--- src/rtl/scan_sequencer_if.sv ---
// rtl/scan_sequencer_if.sv - control and decoder-drive bundle for the scan sequencer
interface scan_sequencer_if #(
    parameter int DWELL_W = 8
);
    logic               i_start;
    logic               i_stop;
    logic               i_mode;
    logic [3:0]         i_mask;
    logic [DWELL_W-1:0] i_dwell;
    logic               o_en;
    logic [1:0]         o_a;
    logic               o_busy;
    logic               o_ch_tick;
    logic               o_done;

    modport master (
        output i_start, i_stop, i_mode, i_mask, i_dwell,
        input  o_en, o_a, o_busy, o_ch_tick, o_done
    );

    modport slave (
        input  i_start, i_stop, i_mode, i_mask, i_dwell,
        output o_en, o_a, o_busy, o_ch_tick, o_done
    );
endinterface

--- src/rtl/scan_sequencer.sv ---
// rtl/scan_sequencer.sv - walks the set bits of a 4-bit channel mask, holding each for a dwell time
module scan_sequencer #(
    parameter int DWELL_W = 8
) (
    input  logic              i_clk,
    input  logic              i_rst_n,
    scan_sequencer_if.slave   bus
);
    typedef enum logic {
        IDLE = 1'b0,
        SCAN = 1'b1
    } state_t;

    state_t             state;
    logic [3:0]         mask_q;
    logic               mode_q;
    logic [DWELL_W-1:0] dwell_q;
    logic [DWELL_W-1:0] cnt;
    logic               en_q;
    logic [1:0]         a_q;
    logic               busy_q;
    logic               tick_q;
    logic               done_q;

    logic               start_ok;
    logic [2:0]         next_hit;
    logic [1:0]         first_new;
    logic [1:0]         first_latched;

    // Counter holds the cycles remaining after the current one; dwell 0 behaves as 1.
    function automatic logic [DWELL_W-1:0] reload(input logic [DWELL_W-1:0] d);
        return (d == '0) ? '0 : d - 1'b1;
    endfunction

    function automatic logic [1:0] lowest_bit(input logic [3:0] m);
        logic [1:0] r;
        r = 2'd0;
        for (int i = 3; i >= 0; i--) begin
            if (m[i]) r = 2'(i);
        end
        return r;
    endfunction

    // Returns {found, index} of the nearest set bit strictly above cur.
    function automatic logic [2:0] next_above(input logic [3:0] m, input logic [1:0] cur);
        logic [2:0] r;
        r = 3'b000;
        for (int i = 3; i >= 0; i--) begin
            if (m[i] && (i > int'(cur))) r = {1'b1, 2'(i)};
        end
        return r;
    endfunction

    always_comb begin
        start_ok      = bus.i_start && !bus.i_stop && (bus.i_mask != 4'b0000);
        next_hit      = next_above(mask_q, a_q);
        first_new     = lowest_bit(bus.i_mask);
        first_latched = lowest_bit(mask_q);
    end

    always_ff @(posedge i_clk or negedge i_rst_n) begin
        if (!i_rst_n) begin
            state   <= IDLE;
            mask_q  <= 4'b0000;
            mode_q  <= 1'b0;
            dwell_q <= '0;
            cnt     <= '0;
            en_q    <= 1'b0;
            a_q     <= 2'd0;
            busy_q  <= 1'b0;
            tick_q  <= 1'b0;
            done_q  <= 1'b0;
        end else begin
            tick_q <= 1'b0;
            done_q <= 1'b0;
            case (state)
                IDLE: begin
                    if (start_ok) begin
                        state   <= SCAN;
                        mask_q  <= bus.i_mask;
                        mode_q  <= bus.i_mode;
                        dwell_q <= bus.i_dwell;
                        cnt     <= reload(bus.i_dwell);
                        a_q     <= first_new;
                        en_q    <= 1'b1;
                        busy_q  <= 1'b1;
                        tick_q  <= 1'b1;
                    end
                end
                SCAN: begin
                    if (bus.i_stop) begin
                        state  <= IDLE;
                        en_q   <= 1'b0;
                        busy_q <= 1'b0;
                    end else if (cnt != '0) begin
                        cnt <= cnt - 1'b1;
                    end else if (next_hit[2]) begin
                        a_q    <= next_hit[1:0];
                        cnt    <= reload(dwell_q);
                        tick_q <= 1'b1;
                    end else if (mode_q) begin
                        a_q    <= first_latched;
                        cnt    <= reload(dwell_q);
                        tick_q <= 1'b1;
                    end else begin
                        state  <= IDLE;
                        en_q   <= 1'b0;
                        busy_q <= 1'b0;
                        done_q <= 1'b1;
                    end
                end
                default: begin
                    state  <= IDLE;
                    en_q   <= 1'b0;
                    busy_q <= 1'b0;
                end
            endcase
        end
    end

    assign bus.o_en      = en_q;
    assign bus.o_a       = a_q;
    assign bus.o_busy    = busy_q;
    assign bus.o_ch_tick = tick_q;
    assign bus.o_done    = done_q;
endmodule

--- src/flat_wrapper.sv ---
// flat-port wrapper written by rule: the top's interface ports become plain ports
module scan_sequencer_flat 
#(
    parameter int DWELL_W = 8
)
  (i_clk, i_rst_n, bus_i_start, bus_i_stop, bus_i_mode, bus_i_mask, bus_i_dwell, bus_o_en, bus_o_a, bus_o_busy, bus_o_ch_tick, bus_o_done);
  scan_sequencer_if #(.DWELL_W(DWELL_W)) bus_i ();
  input  logic i_clk;
  input  logic i_rst_n;
  input wire logic [$bits(bus_i.i_start)-1:0] bus_i_start;
  input wire logic [$bits(bus_i.i_stop)-1:0] bus_i_stop;
  input wire logic [$bits(bus_i.i_mode)-1:0] bus_i_mode;
  input wire logic [$bits(bus_i.i_mask)-1:0] bus_i_mask;
  input wire logic [$bits(bus_i.i_dwell)-1:0] bus_i_dwell;
  output wire logic [$bits(bus_i.o_en)-1:0] bus_o_en;
  output wire logic [$bits(bus_i.o_a)-1:0] bus_o_a;
  output wire logic [$bits(bus_i.o_busy)-1:0] bus_o_busy;
  output wire logic [$bits(bus_i.o_ch_tick)-1:0] bus_o_ch_tick;
  output wire logic [$bits(bus_i.o_done)-1:0] bus_o_done;
  assign bus_i.i_start = bus_i_start;
  assign bus_i.i_stop = bus_i_stop;
  assign bus_i.i_mode = bus_i_mode;
  assign bus_i.i_mask = bus_i_mask;
  assign bus_i.i_dwell = bus_i_dwell;
  assign bus_o_en = bus_i.o_en;
  assign bus_o_a = bus_i.o_a;
  assign bus_o_busy = bus_i.o_busy;
  assign bus_o_ch_tick = bus_i.o_ch_tick;
  assign bus_o_done = bus_i.o_done;
  scan_sequencer #(.DWELL_W(DWELL_W)) u_core (.i_clk(i_clk), .i_rst_n(i_rst_n), .bus(bus_i));
endmodule
--- config.mk ---
export PLATFORM = sky130hd
export DESIGN_NAME = scan_sequencer_flat
export DESIGN_NICKNAME = d
export VERILOG_FILES = /design/src/rtl/scan_sequencer_if.sv /design/src/rtl/scan_sequencer.sv /design/src/flat_wrapper.sv
export SDC_FILE = /design/constraint.sdc
export NUM_CORES = 1
export LEC_CHECK = 0
export CAP_MARGIN = 10
export CELL_PAD_IN_SITES_DETAIL_PLACEMENT = 0
export CELL_PAD_IN_SITES_GLOBAL_PLACEMENT = 2
export CORE_MARGIN = 2
export CORE_UTILIZATION = 34
export DETAILED_ROUTE_END_ITERATION = 8
export HOLD_SLACK_MARGIN = 0.1
export PLACE_DENSITY_LB_ADDON = 0.08
export RECOVER_POWER = 100
export SKIP_CTS_REPAIR_TIMING = 1
export SYNTH_ARGS = -nofsm -noshare
export SYNTH_HDL_FRONTEND = slang
export SYNTH_SLANG_ARGS = --single-unit
--- constraint.sdc ---
create_clock -name i_clk -period 2.24 [get_ports i_clk]
set_input_delay 0.672 -clock i_clk [delete_from_list [all_inputs] [get_ports i_clk]]
set_output_delay 0.672 -clock i_clk [all_outputs]
set_load 0.1 [all_outputs]
==> flow_summary.yaml <==
timing:
  fin_ws_ns: -0.0568
  finalCritPeriodShare_pct: 103
  final_max_slew_viol_count: 0
  slew_headroom_pct: 51.0
  tightest_slew_ns: 0.735
  worst_clock_skew_ns: 0.00936
  setup_viol: 1
  rsz0062_at_grt: "yes"
  hold_viol_final: 0
  final.min_clock_period_ns: 2.30
  fmax_ghz: 0.435
critical_path:
  critPathRequiredTime_ns: 2.40
  r2r_cells: 5
  slowest_stage: "or4_4"
  cpPeakStageDelay_ns: 0.57
  crit_path_end_kind: "flip-flop"
  start_kind: "primary input"
  cp.depth: 6
  worst-setup-path-type: "primary input to flip-flop"
  cp_top_family: "simple AND/OR/NAND/NOR gates"
  critPathBufInv: 1
  path_max_fanout: 4
  path_cells: "clkdlybuf4s50_1 -> or4_4 -> nor4_2 -> mux2_2 -> o22ai_1 -> o2bb2ai_1"
  cp.arrival_ns: 2.45
synth:
  synth_flop_cell: "dfrtp_1"
  netlist-cell-type-count: 56
  syn_inst: 200
  ys_seq_area_share_pct: 36.6
  syn-num-nets: 223
  ys_warn_count: 0
  synth_area_sq_mm: 0.00185
  async_flop_share_pct: 100
  yosys_register_bits: 27
  synth-edff-count: 0
  syn_area_per_cell_sq_um: 9.24
place:
  pre_cts_slack_ns: -0.415
  dp_hpwl_um: 3960
  dp.cells: 319
  place_congestion: 0.845
  port-buffer-count: 22
final_layout:
  drive_above_1_share_pct: 25.3
  layout.nets: 277
  antenna_cells: 0
  fin_cells: 323
  layout_common_cells: "34 x nand2_1, 28 x buf_4, 27 x dfrtp_1, 15 x clkdlybuf4s50_1, 13 x inv_1"
  multi_input_area_sq_mm: 0.00110
  fillers: 490
  area_delta_synth_final_pct: 28.9
  register_area_sq_um: 676
  final_common_cell: "nand2_1"
power:
  pwr-share-clk_pct: 13.9
  pwr-share-comb_pct: 48.1
  p_leak_uw: 0.00108
  internal_power_uw: 1150
  pwr_density_cell_mw_per_mm2: 855
  netSwitchingPower_uw: 883
  power_frac_seq_pct: 38.0
  swShare_pct: 43.4
  vdd_drop_max_uv: 383
grt:
  grt_pass1_vias: 1673
  grt_pass1_wl_um: 8450
  grt_overflow: 0
  grt_usage_pct: 17.7
  antenna_found_initial: 0
  grt_start_max_net_pins: 28
drt:
  drc: 0
  drtAntennaViolNets: 0
  drt-total-wl_um: 4930
  vias_per_cell: 5.11
  vias: 1652
  routedWlPerCell_um: 15.3
  drtIter0Drc: 104
  drtPass1Iterations: 4
clock_tree:
  clockBufferDepth: 2
  cts_sinks: 27
  clkTransAtPathRegs_ns: 0.09
  insertion_delay_ns: 0.28
  cts_tree: "yes"
  h-tree-depth: 1
  cts_buffers: 3
  root_buffer: "clkbuf_8"
die:
  die_h_um: 77.7
  initial_core_util_pct: 35.7
  rows: 26
  chipWidth_um: 77.7
  design.die.area_sq_mm: 0.00604
  design.core.area_sq_mm: 0.00517
  pin_count: 23
run_status:
  violations: "negative setup slack"
  run_status: "finished with violations"
hold_path:
  hold_class: "flip-flop to flip-flop"
  hold_depth: 2
run:
  cap_violations: 0
power by group through the flow:
stage	registers (uW)	clock network (uW)	logic (uW)
finish	775	283	980
global route	800	319	1070
CTS	777	292	1020
detailed placement	788	0	1010
global placement	783	0	996
floorplan	884	0	577
state kept, by name, summed over array words and instances (netlist names):
signal                count
u_core.mode_q             1
u_core.mask_q             4
u_core.dwell_q            8
u_core.bus.o_en           1
u_core.state              1
u_core.cnt                8
u_core.bus.o_a            2
u_core.bus.o_ch_tick      1
u_core.bus.o_done         1
synth_stat cells, types with 2 or more instances:
| cell type | n | share of area, % |
|---|---|---|
| xnor2_1 | 7 | 3.3 |
| nor3_1 | 8 | 2.2 |
| and2_1 | 2 | 0.68 |
| nor3b_1 | 6 | 2.4 |
| a31oi_1 | 5 | 1.7 |
| a21oi_1 | 8 | 2.2 |
| a22o_1 | 2 | 0.95 |
| ha_1 | 6 | 4.1 |
| nand2b_1 | 2 | 0.68 |
| clkbuf_1 | 2 | 0.41 |
| o21ai_0 | 8 | 2.2 |
| mux2i_1 | 4 | 2.2 |
| dfrtp_1 | 27 | 37 |
| nand3b_1 | 2 | 0.81 |
| a22oi_1 | 2 | 0.81 |
| inv_1 | 13 | 2.6 |
| nor4_1 | 4 | 1.4 |
| o22ai_1 | 5 | 1.7 |
| mux2_2 | 2 | 1.2 |
| xor2_1 | 4 | 1.9 |
| mux2_4 | 3 | 2.4 |
| nand2_1 | 34 | 6.9 |
| nor2_1 | 9 | 1.8 |
| nor2b_1 | 3 | 1.0 |
per-stage QoR:
step | area [sq um] | power, uW | TNS, ns | hold slack [ns] | util (%)
final | 2380 | 2040 | -0.0568 | 0.552 | 46.1
after global routing | 2380 | 2190 | -0.169 | 0.589 | 46.1
after CTS | 2410 | 2080 | -0.134 | 0.553 | 46.6
after detailed placement | 2370 | 1800 | -2.04 | 0.528 | 45.7
after global placement | 2370 | 1780 | -1.90 | 0.515 | 45.7
after floorplan | 1850 | 1460 | 0 | 0.376 | -
layer usage:
metal	GRT usage, %	share of wire, %
met1	25.1	49
met2	28.7	47
met3	2.56	3.4
met4	3.39	0.47
met5	0	0
final cells by class:
class,count,area share [%]
sequential,27,28.4
clock buffer,3,1.73
multi-input combinational,154,46.1
tap,70,3.68
clock inverter,1,0.210
timing repair buffer,54,17.8
inverter,14,2.21
worst min-delay path, delay by kind of cell, from the launching register on:
family / cells / cell delay, ns
DFF: 1 / 0.40
and+or+nand+nor: 2 / 0.12
worst paths after layout:
path	end	startpoint	slack, ns
min reg2reg	u_core.dwell_q[7]	u_core.dwell_q[7]	0.55
max in group asynchronous	u_core.bus.o_en	i_rst_n	0.79
max	u_core.cnt[7]	bus_i_dwell[4]	-0.06
min	u_core.dwell_q[7]	u_core.dwell_q[7]	0.55
min in group asynchronous	u_core.cnt[1]	i_rst_n	0.97
max reg2reg	u_core.cnt[7]	u_core.dwell_q[5]	0.18
cell families (layout without fill, tap and decap cells):
group / Yosys count / count (layout) / share of synthesized area (%)
compound gates: 47 / 47 / 19.2
xor+xnor: 11 / 11 / 5.21
fa+ha+maj: 6 / 6 / 4.06
buf+inv: 19 / 72 / 4.88
flops: 27 / 27 / 36.6
mux: 10 / 10 / 6.43
simple gates: 80 / 80 / 23.6
No activity file was read; power rests on OpenSTA's default activity.
